**config.mk**
```make
export PLATFORM = sky130hd
export DESIGN_NAME = uart_recv_flat
export DESIGN_NICKNAME = d
export VERILOG_FILES = /design/src/rtl/uart_pkg.sv /design/src/rtl/uart_recv_if.sv /design/src/rtl/uart_rx_sync.sv /design/src/rtl/uart_recv.sv /design/src/flat_wrapper.sv
export SDC_FILE = /design/constraint.sdc
export NUM_CORES = 1
export LEC_CHECK = 0
export CORE_MARGIN = 1
export CORE_UTILIZATION = 50
export CTS_CLUSTER_SIZE = 10
export DETAILED_ROUTE_END_ITERATION = 8
export PLACE_DENSITY = 0.77
export SLEW_MARGIN = 20
export SYNTH_ARGS = -nofsm -noshare
export SYNTH_HDL_FRONTEND = slang
export SYNTH_SLANG_ARGS = --single-unit
export TNS_END_PERCENT = 50
```
**constraint.sdc**
```tcl
create_clock -name sys_clk -period 2.3 [get_ports sys_clk]
set_input_delay 0.46 -clock sys_clk [delete_from_list [all_inputs] [get_ports sys_clk]]
set_output_delay 0.46 -clock sys_clk [all_outputs]
set_load 0.05 [all_outputs]
```
**src/rtl/uart_pkg.sv**
```systemverilog
// Shared definitions for the UART receive path: frame size, FSM encoding and
// baud divider helper.
package uart_pkg;

    localparam int DATA_BITS = 8;

    typedef enum logic [1:0] {
        ST_IDLE  = 2'd0,
        ST_START = 2'd1,
        ST_DATA  = 2'd2,
        ST_STOP  = 2'd3
    } state_t;

    // Clock cycles per bit; callers keep the result within 4..65535.
    function automatic int calc_bps_cnt(input int clk_freq, input int baud);
        return clk_freq / baud;
    endfunction

endpackage

```
**src/rtl/uart_recv_if.sv**
```systemverilog
// Serial line in, received byte and status out.
// slave: the receiver itself; master: whatever drives the pin and consumes bytes.
interface uart_recv_if;
    import uart_pkg::*;

    logic                 uart_rxd;
    logic [DATA_BITS-1:0] uart_data;
    logic                 uart_done;
    logic                 uart_frame_err;
    logic                 uart_rx_busy;

    modport slave  (input  uart_rxd,
                    output uart_data, uart_done, uart_frame_err, uart_rx_busy);
    modport master (output uart_rxd,
                    input  uart_data, uart_done, uart_frame_err, uart_rx_busy);
endinterface

```
**src/rtl/uart_rx_sync.sv**
```systemverilog
// Two-flop synchroniser for the async RX pin plus a falling-edge detector.
// All flops reset to 1 (idle line) so reset release never looks like a start bit.
module uart_rx_sync (
    input  logic clk_i,
    input  logic rst_ni,
    input  logic rxd_i,
    output logic rx_sync_o,
    output logic rx_negedge_o
);
    logic rx_s1_q, rx_s2_q, rx_s3_q;

    // Metastability chain, then one extra stage for edge detection.
    always_ff @(posedge clk_i or negedge rst_ni) begin
        if (!rst_ni) begin
            rx_s1_q <= 1'b1;
            rx_s2_q <= 1'b1;
            rx_s3_q <= 1'b1;
        end else begin
            rx_s1_q <= rxd_i;
            rx_s2_q <= rx_s1_q;
            rx_s3_q <= rx_s2_q;
        end
    end

    assign rx_sync_o    = rx_s2_q;
    assign rx_negedge_o = rx_s3_q & ~rx_s2_q;
endmodule

```
**src/rtl/uart_recv.sv**
```systemverilog
// UART receiver, 8N1, LSB first. Samples at bit centres and reports each
// frame with a one-cycle done or frame-error pulse.
module uart_recv
    import uart_pkg::*;
#(
    parameter int CLK_FREQ = 50000000,
    parameter int UART_BPS = 9600
) (
    input logic       sys_clk,
    input logic       sys_rst_n,
    uart_recv_if.slave bus
);
    localparam int          BPS_CNT  = calc_bps_cnt(CLK_FREQ, UART_BPS);
    localparam logic [15:0] BIT_END  = 16'(BPS_CNT - 1);
    localparam logic [15:0] HALF_END = 16'(BPS_CNT / 2 - 1);
    localparam int          BCW      = $clog2(DATA_BITS + 1);
    localparam logic [BCW-1:0] LAST_BIT = BCW'(DATA_BITS - 1);

    logic rx_sync, rx_negedge;

    state_t               state_q,   state_d;
    logic [15:0]          clk_cnt_q, clk_cnt_d;
    logic [BCW-1:0]       bit_cnt_q, bit_cnt_d;
    logic [DATA_BITS-1:0] shift_q,   shift_d;
    logic [DATA_BITS-1:0] data_q,    data_d;
    logic                 done_q,    done_d;
    logic                 ferr_q,    ferr_d;

    uart_rx_sync u_sync (
        .clk_i        (sys_clk),
        .rst_ni       (sys_rst_n),
        .rxd_i        (bus.uart_rxd),
        .rx_sync_o    (rx_sync),
        .rx_negedge_o (rx_negedge)
    );

    // State, counters, shifter and output pulse registers.
    always_ff @(posedge sys_clk or negedge sys_rst_n) begin
        if (!sys_rst_n) begin
            state_q   <= ST_IDLE;
            clk_cnt_q <= '0;
            bit_cnt_q <= '0;
            shift_q   <= '0;
            data_q    <= '0;
            done_q    <= 1'b0;
            ferr_q    <= 1'b0;
        end else begin
            state_q   <= state_d;
            clk_cnt_q <= clk_cnt_d;
            bit_cnt_q <= bit_cnt_d;
            shift_q   <= shift_d;
            data_q    <= data_d;
            done_q    <= done_d;
            ferr_q    <= ferr_d;
        end
    end

    // Next state: half-bit wait to validate the start bit, then full-bit
    // steps so every later sample lands mid-bit. STOP exits at its centre
    // so a back-to-back start edge is never missed.
    always_comb begin
        state_d   = state_q;
        clk_cnt_d = clk_cnt_q + 16'd1;
        bit_cnt_d = bit_cnt_q;
        shift_d   = shift_q;
        data_d    = data_q;
        done_d    = 1'b0;
        ferr_d    = 1'b0;
        case (state_q)
            ST_IDLE: begin
                clk_cnt_d = '0;
                if (rx_negedge) state_d = ST_START;
            end
            ST_START: begin
                if (clk_cnt_q == HALF_END) begin
                    clk_cnt_d = '0;
                    bit_cnt_d = '0;
                    // A high line at mid-start was only a glitch.
                    state_d   = rx_sync ? ST_IDLE : ST_DATA;
                end
            end
            ST_DATA: begin
                if (clk_cnt_q == BIT_END) begin
                    clk_cnt_d = '0;
                    shift_d   = {rx_sync, shift_q[DATA_BITS-1:1]};
                    bit_cnt_d = bit_cnt_q + 1'b1;
                    if (bit_cnt_q == LAST_BIT) state_d = ST_STOP;
                end
            end
            ST_STOP: begin
                if (clk_cnt_q == BIT_END) begin
                    clk_cnt_d = '0;
                    state_d   = ST_IDLE;
                    if (rx_sync) begin
                        data_d = shift_q;
                        done_d = 1'b1;
                    end else begin
                        ferr_d = 1'b1;
                    end
                end
            end
            default: state_d = ST_IDLE;
        endcase
    end

    assign bus.uart_data      = data_q;
    assign bus.uart_done      = done_q;
    assign bus.uart_frame_err = ferr_q;
    assign bus.uart_rx_busy   = (state_q != ST_IDLE);
endmodule
```
**src/flat_wrapper.sv**
```systemverilog
// flat-port wrapper written by rule: the top's interface ports become plain ports
module uart_recv_flat import uart_pkg::*;
#(
    parameter int CLK_FREQ = 50000000,
    parameter int UART_BPS = 9600
)
  (sys_clk, sys_rst_n, bus_uart_rxd, bus_uart_data, bus_uart_done, bus_uart_frame_err, bus_uart_rx_busy);
  uart_recv_if bus_i ();
  input logic sys_clk;
  input logic sys_rst_n;
  input wire logic [$bits(bus_i.uart_rxd)-1:0] bus_uart_rxd;
  output wire logic [$bits(bus_i.uart_data)-1:0] bus_uart_data;
  output wire logic [$bits(bus_i.uart_done)-1:0] bus_uart_done;
  output wire logic [$bits(bus_i.uart_frame_err)-1:0] bus_uart_frame_err;
  output wire logic [$bits(bus_i.uart_rx_busy)-1:0] bus_uart_rx_busy;
  assign bus_i.uart_rxd = bus_uart_rxd;
  assign bus_uart_data = bus_i.uart_data;
  assign bus_uart_done = bus_i.uart_done;
  assign bus_uart_frame_err = bus_i.uart_frame_err;
  assign bus_uart_rx_busy = bus_i.uart_rx_busy;
  uart_recv #(.CLK_FREQ(CLK_FREQ), .UART_BPS(UART_BPS)) u_core (.sys_clk(sys_clk), .sys_rst_n(sys_rst_n), .bus(bus_i));
endmodule
```
==> flow_metrics.py <==
metrics = {
    "power_and_ir_drop": {
        "p_int_mw": 1.249,
        "peakVddDrop_uv": 485.0,
        "clock_power_share": 0.335,
        "p_total_mw": 1.738,
        "pwr-share-seq": 0.526,
        "power_density_nw_per_um2": 747.0,
        "p_comb_frac": 0.139,
        "power_switching_share": 0.2814,
        "switchingPower_mw": 0.4892,
        "p_leak_nw": 1.011,
    },
    "placed_design": {
        "place_hpwl_mm": 2.762,
        "io_buffers": 13,
        "place_congestion": 0.8771,
    },
    "sta": {
        "setup_viol": 0,
        "finalCritPeriodShare": 0.8974,
        "final_max_slew_viol_count": 0,
        "finalHoldViolCount": 0,
        "finalSetupTns_ns": 0,
        "rsz0062_at_grt": "false",
        "skew_ns": 0.005773,
        "slew_headroom": 0.6394,
        "period_minus_slack_ns": 2.064,
        "max_freq_mhz": 484.5,
        "worst_pin_slew_ns": 0.5360,
    },
    "cts": {
        "tritoncts": "yes",
        "cts_sinks": 43,
        "cts_hold_buf": 0,
        "h-tree-depth": 2,
        "post_cts_buffers": 0,
        "clk_pin_slew_ns": 0.08,
        "clockBufferDepth": 2,
        "cts-root-buf": "clkbuf_8",
        "numCtsBuffers": 5,
        "clock_latency_ns": 0.29,
    },
    "setup_path": {
        "r2r_cells": 4,
        "critPathSlowestCell": "or4_1",
        "path_depth": 4,
        "rrSetupSlack_ns": 0.24,
        "critPathCaptureType": "flop",
        "critPathLaunchType": "flop",
        "path_buf_inv": 0,
        "worstPathMaxFanout": 8,
        "cpLargestDelayFamily": "simple AND/OR/NAND/NOR gates",
        "cp.required_ns": 2.54,
        "crit_path_max_incr_delay_ns": 0.49,
        "critPathArrivalTime_ns": 2.30,
        "crit_chain": "or4_1, or4_4, nor4b_4, a22o_1",
        "crit_path_start": "u_core.clk_cnt_q[2]$_DFF_PN0_",
        "regToRegStartpoint": "u_core.clk_cnt_q[2]$_DFF_PN0_",
        "path_class": "reg -> reg",
    },
    "cells_and_area": {
        "n_antenna_cell": 0,
        "nets": 203,
        "drive_gt1_frac": 0.2111,
        "areaGrowthSynthToFinish_pct": 16.54,
    },
    "detailed_routing": {
        "route.met3.wl_microns": 151,
        "vias": 1445,
        "first_iter_violations": 156,
        "drc": 0,
        "met1Wirelength_mm": 1.798,
        "drt-pass1-iter-count": 4,
        "wirelength_mm": 3.945,
        "met2WireLength_mm": 1.929,
        "top_layer": "met4",
        "ant_nets": 0,
        "via_per_inst": 5.850,
        "route.detailed.wl_per_inst_microns": 15.97,
    },
    "floorplan": {
        "placementRows": 22,
        "fp.dieArea_sq_um": 4250,
        "die_w_microns": 65.20,
        "design.core.area_sq_um": 3744,
        "die_h_microns": 65.20,
        "initial_core_util": 0.5334,
        "io_pins": 14,
    },
    "global_routing": {
        "antenna_found_initial": 0,
        "grtUsageTotal": 0.2034,
        "grt_pass1_vias": 1420,
        "grt_max_degree": 29,
        "grt_pass1_wl_mm": 6.610,
        "grt_overflow_total": 0,
    },
    "synth": {
        "synth.top_cells.by_count": "dfrtp_1, a21oi_1, mux2_2",
        "synth_warnings": 0,
        "synth.most_common_cell": "dfrtp_1",
        "synth_seq_cells": 43,
        "synth_edf_count": 0,
        "async_flop_share": 1.000,
        "synth.lib_cells_used.distinct": 37,
        "syn_nets": 180,
        "synthCells": 175,
        "yosys.area.top_type": "dfrtp_1",
        "synth_area_sq_um": 1997,
        "syn_avg_cell_area_sq_um": 11.41,
        "synthFlopType": "dfrtp_1",
        "synth_area_leaders": "dfrtp_1, mux2_2, a21oi_1, dfstp_2, xnor2_1",
        "yosys.area.top_type_share": 0.5013,
        "yosysSeqAreaShare": 0.5407,
    },
    "run_status": {
        "status": "finished, final reports clean",
    },
    "min_path": {
        "hp-class": "in -> async",
    },
    "run": {
        "cap_violations": 0,
    },
}
==> cells in the final DEF (no fill, tap or decap), types with 2 or more instances in the layout <==
| cell | Yosys | routed |
|---|---|---|
| a21oi_1 | 20 | 20 |
| a22oi_1 | 2 | 2 |
| and3_1 | 2 | 2 |
| buf_4 | 1 | 9 |
| clkbuf_8 | 0 | 5 |
| clkdlybuf4s50_1 | 0 | 11 |
| dfrtp_1 | 40 | 40 |
| dfstp_2 | 3 | 3 |
| ha_1 | 2 | 2 |
| inv_1 | 3 | 3 |
| mux2_2 | 15 | 15 |
| nand2_1 | 10 | 10 |
| nand3_1 | 14 | 14 |
| nand4_1 | 4 | 4 |
| nor2_1 | 3 | 3 |
| nor2b_1 | 2 | 2 |
| nor3_1 | 4 | 4 |
| nor4_1 | 3 | 3 |
| nor4b_4 | 2 | 2 |
| o21ai_0 | 7 | 7 |
| o31ai_1 | 2 | 2 |
| or3_1 | 4 | 4 |
| or4_1 | 3 | 3 |
| xnor2_1 | 9 | 9 |
| xor2_1 | 3 | 3 |
==> layer usage <==
| metal | up-vias | track usage |
|---|---|---|
| li1 | 684 | - |
| met1 | 714 | 0.2668 |
| met2 | 39 | 0.3351 |
| met3 | 8 | 0.04340 |
| met4 | 0 | 0.06522 |
| met5 | - | 0 |
==> state kept, by name, indices dropped and copies added, names as in the netlist, named ones only <==
signal                     cells
u_core.bit_cnt_q               4
u_core.bus.uart_data           8
u_core.bus.uart_done           1
u_core.bus.uart_frame_err      1
u_core.clk_cnt_q              16
u_core.shift_q                 8
u_core.state_q                 1
u_core.u_sync.rx_s1_q          1
u_core.u_sync.rx_s3_q          1
u_core.u_sync.rx_sync_o        1
==> power by group through the flow <==
stage	Sequential (mW)	Combinational [mW]	Clock, mW
CTS	0.911	0.242	0.594
detailed placement	0.923	0.237	0
finish	0.914	0.241	0.583
global placement	0.918	0.231	0
floorplan	0.888	0.200	0
global route	0.922	0.271	0.622
==> per-stage QoR <==
stage	util	worst slack [ns]	instances	hold slack, ns	cell area [sq um]
5_1_grt	0.6217	0.1010	247	0.07947	2327
6_report	0.6217	0.2361	247	0.06095	2327
4_1_cts	0.6217	0.2437	247	0.06995	2327
3_3_place_gp	0.5919	0.3204	239	0.3479	2216
2_1_floorplan	-	0.3066	175	0.1644	1997
3_5_place_dp	0.5919	0.2734	239	0.3468	2216
==> repair_timing <==
item / CTS / global route
endpoints found under the hold margin: 0 / 0
resized for setup: 1 / 0
endpoints found under the setup margin: 1 / 0
==> worst min-delay path by stage <==
stage / end / slack, ns / cells after the start
6_report: u_core.clk_cnt_q[0]$_DFF_PN0_ / 0.06 / 1
4_1_cts: u_core.clk_cnt_q[0]$_DFF_PN0_ / 0.07 / 1
2_1_floorplan: asynchronous set/reset pin / 0.16 / 0
5_1_grt: u_core.clk_cnt_q[1]$_DFF_PN0_ / 0.08 / 1
3_3_place_gp: u_core.u_sync.rx_sync_o$_DFF_PN1_ / 0.35 / 0
3_5_place_dp: u_core.u_sync.rx_sync_o$_DFF_PN1_ / 0.35 / 0
==> logic make-up (layout without fill, tap and decap cells) <==
logic type,count (synthesis),count (layout),share of synthesized area
buf+inv,9,33,0.02255
fa+ha+maj,2,2,0.01253
flops,43,43,0.5407
mux,15,15,0.08459
compound gates,35,35,0.09962
simple gates,59,59,0.1873
xor+xnor,12,12,0.05264
==> cell type report <==
class                      count  area [sq um]
clock buffer                   5         68.82
clock inverter                 3         43.79
fill                         308          1416
inverter                       3         11.26
multi-input combinational    123         872.1
sequential                    43          1080
tap                           48         60.06
timing repair buffer          22         191.4
(Power assumes the default switching activity.)
